--- src/rtl/out_drain.sv ---
// Output drain: captures all core lanes into a two-bank shadow store on k_fin,
// then serialises the active channels to the dst buffer with optional ReLU.
module out_drain #(
  parameter int F_NUM  = 16,
  parameter int DATA_W = 32,
  parameter int ADDR_W = 12,
  localparam int CH_W  = $clog2(F_NUM)
) (
  input  logic                      clk,
  input  logic                      rst_n,
  input  logic                      run,
  input  logic                      k_fin,
  input  logic [F_NUM*DATA_W-1:0]   sum,
  input  logic [CH_W-1:0]           od,
  input  logic [ADDR_W-1:0]         os,
  input  logic                      relu,
  output logic                      out_busy,
  output logic                      overrun,
  output logic                      wr_valid,
  input  logic                      wr_ready,
  output logic [ADDR_W-1:0]         wr_addr,
  output logic [DATA_W-1:0]         wr_data,
  output logic                      wr_last
);

  // state | meaning
  // IDLE  | store empty, no write request
  // DRAIN | presenting channel ch_q of bank rd_bank_q
  typedef enum logic {IDLE, DRAIN} state_t;

  state_t              state_q, state_d;
  logic [1:0]          count_q, count_d;
  logic                wr_bank_q, rd_bank_q;
  logic [ADDR_W-1:0]   pix_q;
  logic [CH_W-1:0]     ch_q, ch_d;
  logic [ADDR_W-1:0]   addr_q, addr_d;
  logic                overrun_q, busy_q;

  logic [F_NUM*DATA_W-1:0] bank_q [2];
  logic [ADDR_W-1:0]       tag_q  [2];

  logic              acc, is_last, last_acc, cap;
  logic [ADDR_W-1:0] next_tag;
  logic [DATA_W-1:0] lane;

  assign acc      = (state_q == DRAIN) && wr_ready;
  assign is_last  = (ch_q == od);
  assign last_acc = acc && is_last;
  // A full store still accepts a capture when the drained bank frees this cycle.
  assign cap      = k_fin && ((count_q != 2'd2) || last_acc);

  // The bank following rd_bank may be receiving its tag in this very cycle.
  assign next_tag = (cap && (wr_bank_q != rd_bank_q)) ? pix_q : tag_q[~rd_bank_q];

  always_comb begin
    count_d = count_q;
    if (cap && !last_acc)
      count_d = count_q + 2'd1;
    else if (!cap && last_acc)
      count_d = count_q - 2'd1;
  end

  always_comb begin
    state_d = state_q;
    ch_d    = ch_q;
    addr_d  = addr_q;
    case (state_q)
      IDLE: begin
        if (cap) begin
          state_d = DRAIN;
          ch_d    = '0;
          addr_d  = pix_q;
        end
      end
      DRAIN: begin
        if (acc) begin
          if (!is_last) begin
            ch_d   = ch_q + 1'b1;
            addr_d = addr_q + os;
          end else begin
            ch_d = '0;
            if (count_d == 2'd0)
              state_d = IDLE;
            else
              addr_d = next_tag;
          end
        end
      end
      default: state_d = IDLE;
    endcase
  end

  always_ff @(posedge clk or negedge rst_n) begin
    if (!rst_n) begin
      state_q   <= IDLE;
      count_q   <= 2'd0;
      wr_bank_q <= 1'b0;
      rd_bank_q <= 1'b0;
      pix_q     <= '0;
      ch_q      <= '0;
      addr_q    <= '0;
      overrun_q <= 1'b0;
      busy_q    <= 1'b0;
    end else if (!run) begin
      state_q   <= IDLE;
      count_q   <= 2'd0;
      wr_bank_q <= 1'b0;
      rd_bank_q <= 1'b0;
      pix_q     <= '0;
      ch_q      <= '0;
      addr_q    <= '0;
      overrun_q <= 1'b0;
      busy_q    <= 1'b0;
    end else begin
      state_q <= state_d;
      count_q <= count_d;
      ch_q    <= ch_d;
      addr_q  <= addr_d;
      busy_q  <= (count_d == 2'd2);
      if (cap) begin
        wr_bank_q <= ~wr_bank_q;
        pix_q     <= pix_q + 1'b1;
      end
      if (last_acc)
        rd_bank_q <= ~rd_bank_q;
      if (k_fin && !cap)
        overrun_q <= 1'b1;
    end
  end

  // Shadow storage carries no reset; its contents are only visible while draining.
  always_ff @(posedge clk) begin
    if (run && cap) begin
      bank_q[wr_bank_q] <= sum;
      tag_q[wr_bank_q]  <= pix_q;
    end
  end

  assign lane     = bank_q[rd_bank_q][int'(ch_q)*DATA_W +: DATA_W];
  assign wr_valid = (state_q == DRAIN);
  assign wr_addr  = addr_q;
  assign wr_data  = (!wr_valid || (relu && lane[DATA_W-1])) ? '0 : lane;
  assign wr_last  = wr_valid && is_last;
  assign out_busy = busy_q;
  assign overrun  = overrun_q;

endmodule
--- config.mk ---
export PLATFORM = sky130hd
export DESIGN_NAME = out_drain
export DESIGN_NICKNAME = d
export VERILOG_FILES = /design/src/rtl/out_drain.sv
export SDC_FILE = /design/constraint.sdc
export NUM_CORES = 1
export LEC_CHECK = 0
export BUFFER_PORTS_ARGS = -buffer_cell sky130_fd_sc_hd__buf_2
export CORE_UTILIZATION = 57
export CTS_CLUSTER_DIAMETER = 50
export DETAILED_ROUTE_END_ITERATION = 8
export PLACE_DENSITY = 0.83
export SYNTH_ARGS = -nofsm -noshare
export SYNTH_HDL_FRONTEND = slang
export SYNTH_SLANG_ARGS = --single-unit
--- constraint.sdc ---
create_clock -name clk -period 45.1 [get_ports clk]
set_input_delay 11.275 -clock clk [delete_from_list [all_inputs] [get_ports clk]]
set_output_delay 11.275 -clock clk [all_outputs]
set_load 0.005 [all_outputs]
Word-level counts from Yosys, hierarchy flattened
Memories as Yosys holds them, arrays and structs flattened.
Index checks and enable logic that the tools add are counted.

word-level totals
  memories kept = 2
  register bits after elaboration = 35
  input port bits = 534
  logic and storage cells = 81
  memory bits (writable) = 1048
  output and inout bits = 48

memories
  memory  words  width  read ports  clocked after Yosys merged registers in  write ports  line  RTL
  bank_q  2      512    1           0                                        1            39    logic [F_NUM*DATA_W-1:0] bank_q [2];
  tag_q   2      12     1           0                                        1            40    logic [ADDR_W-1:0] tag_q [2];

operators by class
  shift operators = 1
  reduce and logical (&&, ||, !) cells = 18
  equal/unequal tests = 10
  mux-type cells = 33
  bitwise logic cells = 3
  $add $sub $neg = 5

operator list
  operator               number
  $shiftx 512x10->32     1
  $mux 12                8
  $mux 32                1
  $pmux 12 s2            1
  $mux 4                 4
  $mux 1                 14
  $add 12x1->12 const B  1
  $add 12x12->12         1
  $logic_and 1x1->1      10
  $pmux 4 s2             1
  $mux 2                 3
  $ne 2x1->1 const B     3
  $add 4x1->4 const B    1
  $eq 4x4->1             1
  $ne 4x4->1 const B     1
  $logic_not 1->1        3
  $ne 3x2->1 const B     1
  $ne 3x3->1 const B     1
  $not 1->1              3
  $reduce_and 3->1       1
  $add 2x1->2 const B    1
  $eq 2x2->1 const B     1
  $logic_not 2->1        1
  $logic_or 1x1->1       2
  5 further kinds        5

Logic depth before layout (Yosys ltp)
  depth after elaboration = 14
  gate-level depth with buffers = 10
  depth with buffers taken out = 8

Worst setup path after synthesis
Ideal clock, no wire load.

  path type = input to register
  start = in od[1]
  end = mem bank_q[0][0] (netlist bit) (enable)
  arrival time = 47312 ps
  path slack = -4267 ps
  buffers on the path = 0
  cell stages on the path = 5
  setup time = 2055 ps
  data required time = 43045 ps
  path through = xnor2_1 > nand4_2 > o21ai_2 > nand2_1 > nor3_1

on the way
  longest elaborated chain between the ends = 7

ends and longest elaborated chain
  element                       line  RTL
  start: declaration            14    input logic [CH_W-1:0] od,
  $eq 4x4->1                    47    assign is_last = (ch_q == od);
  $logic_and 1x1->1             48    assign last_acc = acc && is_last;
  $logic_or 1x1->1              50    assign cap = k_fin && ((count_q != 2'd2) || last_acc);
  $logic_and 1x1->1             50
  $logic_and 1x1->1             133   if (run && cap) begin
  $mux 1                        133
  $mux 1 (implied by the code)  134   bank_q[wr_bank_q] <= sum;
  end: declaration              39

No other way between the ends.

Worst setup path after layout
  start = in relu
  end = out wr_data[11]

on the way
  longest elaborated chain between the ends = 3

ends and longest elaborated chain
  element             line  RTL
  start: declaration  16    input logic relu,
  $logic_and 1x1->1   142   assign wr_data = (!wr_valid || (relu && lane[DATA_W-1])) ? '0 : lane;
  $logic_or 1x1->1    142
  $mux 32             142
  end: declaration    22    output logic [DATA_W-1:0] wr_data,

No other way between the ends.

==> results.py <==
metrics = {
    "status": {
        "status": "finished, final reports clean",
    },
    "sta": {
        "setup_violations": 0,
        "finalMaxSlewViolations": 0,
        "layout_setup_ws_ns": 21.22,
        "tightest_slew_ns": 1.42,
        "slew_headroom": 0.0542,
        "fin_setup_tns_ns": 0,
        "post-route-min-period_ns": 23.88,
        "fin_crit_sh": 0.530,
        "clock.fmax_ghz": 0.0419,
        "clock_skew_ns": 0.0297,
        "final_hold_viol_count": 0,
        "rsz0062_at_grt": "no",
    },
    "clock_tree": {
        "cts_buffer_depth": 3,
        "cts.sinks": 1083,
        "cts_tree": "done",
        "cts.hold.buffers_added": 0,
        "post-cts-setup-buffers": 0,
        "post_cts_resized": 0,
        "worstSkewPairLatency_ns": 0.66,
        "path_clk_slew_ns": 0.06,
        "cts_made_buffers": 106,
        "htree_levels": 3,
        "root_buffer": "clkbuf_16",
    },
    "grt": {
        "grt_pass1_vias": 23300,
        "grt_pass1_wl_um": 144000,
        "antenna_found_initial": 62,
        "grt.total_usage": 0.265,
        "grt_overflow": 0,
        "grt_max_degree": 189,
    },
    "synth": {
        "synth_simple_gate_area_frac": 0.0145,
        "synth_top_family_by_area": "multiplexers",
        "ys_seq_elements": 1083,
        "synth_compound_area_frac": 0.0211,
        "synth_edf_count": 1048,
        "synthAdderAreaFrac": 0.00464,
        "synth_xor_area_frac": 0.00521,
        "synth_area_um2": 42000,
        "postSynth.asyncResetShare": 0.0323,
        "avgSynthCellArea_um2": 22.5,
        "ys_types": 58,
        "syn_nets": 2417,
        "yosysSeqAreaShare": 0.769,
        "synth_ff_type": "edfxtp_1",
        "muxShareOfSynthArea": 0.174,
        "syn_inst": 1868,
        "ys_warn_count": 0,
    },
    "placed_design": {
        "dp_hpwl_um": 64900,
        "dp.cells": 3330,
        "io_buffers": 581,
        "gp_routability_congestion": 0.841,
        "pre_cts_ws_ns": 21.28,
    },
    "cells_and_area": {
        "area_growth_pct": 17.6,
        "multiInputGateArea_um2": 9250,
        "drive_gt1_frac": 0.412,
        "seqCellArea_um2": 32400,
        "layout.nets": 3028,
        "nFillCells": 4419,
        "instances_no_fill": 3585,
        "final_common_cell": "edfxtp_1",
        "final_cell_mix": "edfxtp_1 (1,048), buf_2 (581), mux4_2 (288)",
    },
    "pwr": {
        "static-leakage-power_nw": 16.5,
        "p_total_mw": 2.19,
        "peakVddDrop_v": 0.0000454,
        "p_per_area_nw_per_um2": 44.2,
    },
    "setup_path": {
        "worstSetupPathType": "primary input to primary output",
        "path_common_cell": "buf_2",
        "worst_r2r_path_depth": 8,
        "slowest_delay_ns": 0.61,
        "rrSetupSlack_ns": 38.67,
        "reg2reg_to": "bank_q[0][142]$_DFFE_PP_",
        "critical_path_arrival_ns": 12.61,
        "worstPathCellList": "buf_2 -> nand4_1 -> nand2_2 -> nor2_1 -> buf_2",
        "start_kind": "primary input",
        "cp_top_family": "simple AND/OR/NAND/NOR gates",
        "r2r_start": "ch_q[2]$_DFFE_PN0P_",
        "cp-end-kind": "primary output",
        "critPathMaxFanout": 31,
        "cp.required_ns": 33.83,
        "cp_slowest_cell": "nand2_2",
        "crit_buf_inv": 2,
    },
    "floorplan": {
        "coreArea_um2": 73000,
        "die-width_um": 274,
        "die_y_um": 274,
        "start_util": 0.576,
        "boundaryPins": 582,
        "die_area_um2": 74900,
        "num_rows": 99,
    },
    "drt": {
        "drt_wl_total_um": 101000,
        "drc": 0,
        "avgRoutedWirePerCell_um": 28.1,
        "vias": 21900,
        "detail_route.iter0.violations": 1886,
        "firstDrtPassIters": 5,
        "via_per_inst": 6.11,
        "postRouteAntennaNets": 0,
    },
    "hold_path": {
        "hp-class": "register to register",
        "hold_end": "overrun$_DFFE_PN0P_",
        "holdPathStages": 2,
        "hold_start": "overrun$_DFFE_PN0P_",
    },
    "flow_run": {
        "cap_violations": 0,
    },
}
[tightest hold or removal path: cells and delay by family (launching register included)]
kind,cells,cell delay [ns]
flip-flops,1,0.34
AND/OR/NAND/NOR,1,0.08
AO/OA/AOI/OAI,1,0.04
[per-layer routing]
layer / vias up / track usage / routed length [um]
li1: 9262 / - / -
met1: 11300 / 0.303 / 33800
met2: 1072 / 0.466 / 54100
met3: 254 / 0.0695 / 8560
met4: 34 / 0.121 / 4110
met5: - / 0 / 230
[cell usage after synthesis, drive strengths merged, types with 15 or more instances]
library cell | instances | area, um^2
o21ai | 17 | 88.8
o22ai | 35 | 219
clkbuf | 52 | 195
nor2 | 61 | 229
buf | 46 | 245
edfxtp | 1048 | 31500
nand2 | 17 | 66.3
xnor2 | 15 | 131
dfrtp | 35 | 876
mux4 | 288 | 6490
mux2i | 68 | 681
a21oi | 48 | 240
[state kept, by name (all words and copies together) (netlist names)]
name,cells
wr_bank_q,1
count_q,2
bank_q,1024
rd_bank_q,1
tag_q,24
ch_q,4
wr_addr,12
pix_q,12
wr_valid,1
out_busy,1
overrun,1
[power by group]
part / internal, mW / switching, mW
registers: 1.16 / 0.0163
clock network: 0.483 / 0.366
logic: 0.0715 / 0.0894
[area by class of cell]
type / count / share of cell area
Multi-Input combinational cell: 680 / 0.187
Timing Repair Buffer: 601 / 0.0631
Tap cell: 959 / 0.0243
Clock inverter: 50 / 0.00989
Sequential cell: 1083 / 0.654
Inverter: 7 / 0.000531
Clock buffer: 144 / 0.0576
Antenna cell: 61 / 0.00309
[cell families after synthesis]
logic type,count (synthesis)
AO/OA/AOI/OAI,141
XOR/XNOR,25
adder cells (fa/ha/maj),15
buffers and inverters,105
flip-flops,1083
multiplexers,370
AND/OR/NAND/NOR,129
[metrics by stage]
step                utilization  area (um^2)  hold slack [ns]
floorplan                     -        42100            0.482
global placement          0.630        46000            0.491
detailed placement        0.630        46000            0.486
CTS                       0.676        49300            0.507
global route              0.677        49400            0.551
finish                    0.678        49400            0.505
[how the worst max path moves through the flow]
stage                     startpoint                     end  slack (ns)  depth (start not counted)
after detailed placement        relu             wr_data[28]       21.28                          5
after global routing            relu             wr_data[11]       21.15                          5
after floorplan                od[1]  bank_q[0][0]$_DFFE_PP_       11.82                          5
final                           relu             wr_data[11]       21.22                          5
after global placement          relu             wr_data[16]       21.38                          5
after CTS                       relu             wr_data[11]       21.20                          5
No activity file was read; power rests on OpenSTA's default activity.
